File: src/rtl/shared_block_rotate_seq.sv
// rtl/shared_block_rotate_seq.sv - two-share block-wise rotator, STEP bits per BUSY cycle
// Optional feature macro: SHARE_REMASK_EN (adds remask input, XORed into both shares at accept)
module shared_block_rotate_seq #(
  parameter int DATA_W  = 64,
  parameter int BLOCK_W = 32,
  parameter int STEP    = 4,
  localparam int CNT_W  = $clog2(BLOCK_W / STEP)
) (
  input  logic              clk,
  input  logic              rst,
  input  logic              in_valid,
  output logic              in_ready,
  input  logic [CNT_W-1:0]  rot_amt,
  input  logic              dir,
  input  logic [DATA_W-1:0] din0,
  input  logic [DATA_W-1:0] din1,
`ifdef SHARE_REMASK_EN
  input  logic [DATA_W-1:0] remask,
`endif
  output logic              out_valid,
  input  logic              out_ready,
  output logic [DATA_W-1:0] dout0,
  output logic [DATA_W-1:0] dout1,
  output logic              busy
);

  localparam int NBLK = DATA_W / BLOCK_W;

  typedef enum logic [1:0] {IDLE, BUSY, DONE} state_t;

  state_t            state;
  state_t            state_nxt;
  logic [CNT_W-1:0]  cnt;
  logic              dir_q;
  logic              accept;
  logic [DATA_W-1:0] cap0;
  logic [DATA_W-1:0] cap1;
  logic [DATA_W-1:0] rot0;
  logic [DATA_W-1:0] rot1;

  // Rotate every block of a share by STEP bits; blocks never exchange bits.
  function automatic logic [DATA_W-1:0] rot_share(input logic [DATA_W-1:0] s, input logic right);
    logic [DATA_W-1:0] r;
    logic [BLOCK_W-1:0] blk;
    r = '0;
    for (int b = 0; b < NBLK; b++) begin
      blk = s[b*BLOCK_W +: BLOCK_W];
      if (right)
        r[b*BLOCK_W +: BLOCK_W] = {blk[STEP-1:0], blk[BLOCK_W-1:STEP]};
      else
        r[b*BLOCK_W +: BLOCK_W] = {blk[BLOCK_W-STEP-1:0], blk[BLOCK_W-1:BLOCK_W-STEP]};
    end
    return r;
  endfunction

  assign accept = in_valid && (state == IDLE);
  assign rot0   = rot_share(dout0, dir_q);
  assign rot1   = rot_share(dout1, dir_q);

`ifdef SHARE_REMASK_EN
  // The same mask on both shares leaves their XOR (the secret) unchanged.
  assign cap0 = din0 ^ remask;
  assign cap1 = din1 ^ remask;
`else
  assign cap0 = din0;
  assign cap1 = din1;
`endif

  // State register.
  always_ff @(posedge clk) begin
    if (rst) state <= IDLE;
    else     state <= state_nxt;
  end

  // Next-state logic: a zero rotation skips BUSY, DONE waits for out_ready.
  always_comb begin
    state_nxt = state;
    case (state)
      IDLE: if (in_valid) state_nxt = (rot_amt == '0) ? DONE : BUSY;
      BUSY: if (cnt == CNT_W'(1)) state_nxt = DONE;
      DONE: if (out_ready) state_nxt = IDLE;
      default: state_nxt = IDLE;
    endcase
  end

  // Handshake outputs decoded from the state register only.
  always_comb begin
    in_ready  = (state == IDLE) && !rst;
    out_valid = (state == DONE);
    busy      = (state != IDLE);
  end

  // Share registers, step counter and direction: capture on accept, rotate while BUSY.
  always_ff @(posedge clk) begin
    if (rst) begin
      cnt   <= '0;
      dir_q <= 1'b0;
      dout0 <= '0;
      dout1 <= '0;
    end else if (accept) begin
      cnt   <= rot_amt;
      dir_q <= dir;
      dout0 <= cap0;
      dout1 <= cap1;
    end else if (state == BUSY) begin
      cnt   <= cnt - CNT_W'(1);
      dout0 <= rot0;
      dout1 <= rot1;
    end
  end

endmodule

File: config.mk
export PLATFORM = sky130hd
export DESIGN_NAME = shared_block_rotate_seq
export DESIGN_NICKNAME = d
export VERILOG_FILES = /design/src/rtl/shared_block_rotate_seq.sv
export SDC_FILE = /design/constraint.sdc
export NUM_CORES = 1
export LEC_CHECK = 0
export BUFFER_PORTS_ARGS = -buffer_cell sky130_fd_sc_hd__buf_2
export CAP_MARGIN = 20
export CORE_MARGIN = 8
export CORE_UTILIZATION = 30
export CTS_CLUSTER_DIAMETER = 50
export DETAILED_ROUTE_END_ITERATION = 12
export SLEW_MARGIN = 25
export SYNTH_ARGS = -nofsm -noshare
export SYNTH_HDL_FRONTEND = slang
export SYNTH_SLANG_ARGS = --single-unit
File: constraint.sdc
create_clock -name clk -period 2.8 [get_ports clk]
set_input_delay 0.56 -clock clk [delete_from_list [all_inputs] [get_ports clk]]
set_output_delay 0.56 -clock clk [all_outputs]
set_load 0.1 [all_outputs]
**Word-level counts from Yosys, hierarchy flattened**

Cells that the tools add are included.

- Output and inout bits: 131
- Logic and storage cells: 35
- Input port bits: 136
- Register bits: 134

- Reduce and logical (&&, ||, !) cells: 8
- Mux-type cells: 15
- Add/subtract/negate cells: 1
- Equality and inequality tests: 6

Operators by type and width:

| operator | count |
|---|---|
| 64-bit two-way mux | 4 |
| 32-bit two-way mux | 4 |
| 2-bit two-way mux | 4 |
| 3-bit two-way mux | 2 |
| 2-bit case mux with 3 select lines | 1 |
| 2-bit inequality test (second input constant) | 2 |
| 2-bit nonzero test | 2 |
| 3-bit by 1-bit equality test with 1-bit output (second input constant) | 1 |
| 3-bit zero test | 1 |
| 3-bit AND reduction | 1 |
| 3-bit by 1-bit subtractor with 3-bit output (second input constant) | 1 |
| 2-bit by 1-bit equality test with 1-bit output (second input constant) | 1 |
| 2-bit equality test (second input constant) | 1 |
| 1-bit logical AND | 2 |
| 2-bit zero test | 1 |
| 2-bit by 1-bit inequality test with 1-bit output (second input constant) | 1 |
| 1-bit zero test | 1 |

**Logic depth before layout (Yosys ltp)**

- Depth after elaboration: 4
- Gate-level depth with buffers: 6
- Depth with buffers taken out: 5

**Worst setup path after synthesis**

No wires, ideal clock.

- Path type: register -> output
- From: reg state[0]
- To: out in_ready
- Setup slack: -0.162 ns
- Required time: 2.240 ns
- Path buffers: 1
- Stages on the path, launching flop included: 5
- Arrival time: 2.402 ns
- Path through: dfxtp_1 buf_2 nor2_1 inv_1 nor2_1

- Cells in the longest elaborated chain, start to end: 2

Ends and longest elaborated chain:

| element | RTL line | RTL |
|---|---|---|
| start: declaration | 31 | `state_t state;` |
| start signal: assignment | 72 | `else state <= state_nxt;` |
| 2-bit zero test | 88 | `in_ready = (state == IDLE) && !rst;` |
| 1-bit logical AND | 88 |  |
| end: declaration | 12 | `output logic in_ready,` |

No other way between the ends.

**Final worst setup path**

- From: reg state[0]
- To: out busy

- Cells in the longest elaborated chain, start to end: 1

Ends and longest elaborated chain:

| element | RTL line | RTL |
|---|---|---|
| 2-bit nonzero test | 90 | `busy = (state != IDLE);` |
| end: declaration | 24 | `output logic busy` |

No other way between the ends.

==> results by group <==
Outcome
  • Status: completed

Floorplanning
  • Row cnt: 57
  • Core Area: 24000 sq um
  • Ports: ~270
  • Die height: roughly 170 microns
  • Die width: ~170 microns
  • Die footprint: 29400 sq um
  • Initial Util: 0.302

Setup path
  • CP max FO: 13
  • Crit path capture type: output pin
  • Reg2reg setup slack: between 0.8 and 0.9 ns
  • RR Startpoint: state[0]
  • CP cell instances: nor2_1 > inv_1 > buf_2
  • Top Family by Delay on Critical Path: flip-flops
  • Required @ worst endpoint: around 2.2 ns
  • CP arrival: ~1.7 ns
  • Worst r2r path cells: 4
  • Max stage delay on crit path: 0.62 ns
  • Critical path's slowest cell: dfxtp_1
  • RR Endpoint: dout1[11]
  • Worst path buffer plus inverter count: 2
  • Critical path type: reg -> out
  • Worst setup SP type: register

Logic synthesis
  • Synth Area in Compound Gates: 0.190
  • Post-synthesis async set-or-reset flop share: 0
  • Post-Synth Simple-Gate Area: 0.189
  • Synthesized instance count: about 760
  • Post-synth top area share: 0.370
  • Prevailing post-synth register cell: dfxtp_1
  • FF+latch count, synth: roughly 130
  • Avg Inst Size Synth: roughly 9.6 sq um
  • Syn. warnings: 0
  • Top post-synthesis cells by area: dfxtp_1 (37%), mux2i_1 (18%), a32o_1 (18%), nand2b_1 (11%), nand2_1 (6.8%)
  • Post-Synth XOR/XNOR Area: 0
  • Sequential share of the synthesized area: 0.370
  • Largest family of logic cells by synthesized area: compound AO/OA/AOI/OAI gates
  • Post-Synth Adder-Cell Area: 0.00345
  • Cell Area, Synth: about 7300 sq um
  • Synth cell count leaders: dfxtp_1 (134), nand2_1 (131), mux2i_1 (129), nand2b_1 (129), a32o_1 (128)
  • Unique cell type count in the Yosys netlist: 30
  • Number of synthesized flops with an enable pin: 0
  • Top-count cell post-synth: dfxtp_1
  • Top cell type by total area after synthesis: dfxtp_1
  • Syn Nets: 896
  • Mux cell area share after synthesis: 0.178

Clock network
  • CTS max path bufs: 2
  • # hold bufs at CTS: 0
  • Clk sink count: ~130
  • Htree depth: 4
  • CTS resizes: 0
  • Total CTS buffers: 17
  • TritonCTS clock tree: built
  • Worst-path clk slew: 0.06 ns
  • Post-CTS Setup Inserts: 0
  • Clk_lat worst skew: 0.41 ns
  • Root Driver: clkbuf_16

Timing
  • Worst slew margin: 0.543
  • Final min period: 2.24 ns
  • Total negative slack: 0 ns
  • Worst Skew: between 0.01 and 0.015 ns
  • RSZ-0062 raised after global routing: false
  • Final setup viols: 0
  • Final cycle utilization of the critical path: 0.800
  • Slew @ Worst Pin: between 0.6 and 0.7 ns
  • Final Hold Vio Count: 0
  • Max Transition Viols Final: 0
  • Max Freq: ~450 MHz

Routing
  • DR WL/cell: around 18 microns
  • Post-route ant nets: 0
  • Via count: 6690
  • # DRC: 0
  • Detailed Routing Iterations Pass 1: 5
  • WL final: 24000 microns
  • 1st-iter DRT viols: 605
  • Vias/cell: about 5

Power
  • Static leakage: 4.16 nW
  • Total power: ~8.2 mW
  • Power per cell area: 873 nW/um^2
  • Worst vdd ir: 376 uV

Cells and area
  • Area growth, synth to finish: 29.5%
  • Layout net count: 1119
  • Share of cells above drive strength 1: 0.319

Hold path
  • Hold Startpoint: dir
  • Hold Path Class: in -> reg
  • WHS Endpoint: dir_q
  • Hold Path Depth: 3

Global route
  • Global Route Usage Sum: 0.156
  • Largest net degree at the start of global routing: slightly above 70
  • Initial antenna violation count: 3
  • Remaining Overflow, GRT: 0
  • Number of global-route vias before repair: between 6000 and 7000
  • First-pass GRT wire length: about 37000 microns

Placed design
  • Port Buffers: about 270
  • GPL Wtd Cong: between 0.8 and 0.9
  • Post-DP HPWL: 16800 microns

Run
  • Max-cap violations: 0
==> through the flow <==
step	hold slack (ns)	std cells	util	instance area (sq um)	worst slack [ns]
after floorplan	0.450	758	-	7260	0.301
after global placement	0.468	1286	0.363	8730	0.902
after detailed placement	0.479	1286	0.363	8730	0.887
after CTS	0.378	1317	0.391	9390	0.548
after global routing	0.400	1318	0.391	9400	0.449
final	0.405	1318	0.391	9400	0.561
==> cell usage in the layout (no fill, tap or decap), drive strengths merged, types with 2 or more instances in the layout <==
master	count
buf	279
dfxtp	134
nand2	131
mux2i	129
nand2b	129
a32o	128
clkbuf	20
inv	6
bufinv	5
clkinv	5
nor2	5
a21oi	4
nand3b	2
ha	2
nor3b	2
==> per-layer routing <==
layer / part of all wire / vias up / global-route usage / routed length [microns]
met2: 0.46 / 218 / 0.242 / 11100
met3: 0.073 / 23 / 0.0420 / 1750
met4: 0.013 / 4 / 0.0450 / 323
li1: - / 3219 / - / -
met5: 0.00096 / - / 0 / 23
met1: 0.45 / 3226 / 0.207 / 10800
==> how the worst max path moves through the flow <==
stage                  start   endpoint  slack, ns  depth (start not counted)
finish              state[0]       busy       0.56                          3
global placement    in_valid  dout1[24]       0.90                          5
global route        state[0]       busy       0.45                          3
CTS                 state[0]       busy       0.55                          3
detailed placement  in_valid  dout1[11]       0.89                          5
floorplan           state[0]   in_ready       0.30                          4
==> report_power, final <==
group	switching [mW]	leakage, nW	internal (mW)
logic	2.47	2.74	0.739
clock network	0.887	0.326	1.66
registers	0.296	1.10	2.15
==> flip-flops by register name, indices dropped and copies added (netlist names) <==
| register | cells |
|---|---|
| dout0 | 64 |
| dout1 | 64 |
| dir_q | 1 |
| state | 2 |
| cnt | 3 |
==> worst register-to-register path: stages (launching register included) <==
cell,delay [ns]
dfxtp_1,0.62
o21bai_1,0.23
nor2_4,0.16
buf_4,0.55
a32o_1,0.32
==> area by class of cell <==
type                            instances  area (sq um)
Clock buffer                           20           468
Multi-Input combinational cell        544          4090
Clock inverter                         11           195
Tap cell                              324           405
Fill cell                            2458         14600
Sequential cell                       134          2690
Timing Repair Buffer                  279          1530
Antenna cell                            1          2.50
Inverter                                5          18.8
==> cells by family (layout without fill, tap and decap cells) <==
kind of cell / after synthesis / after routing
simple gates: 272 / 272
fa+ha+maj: 2 / 2
mux: 129 / 129
compound gates: 141 / 141
buf+inv: 80 / 315
flops: 134 / 134
other cells: 0 / 1
No activity file was read; power rests on OpenSTA's default activity.
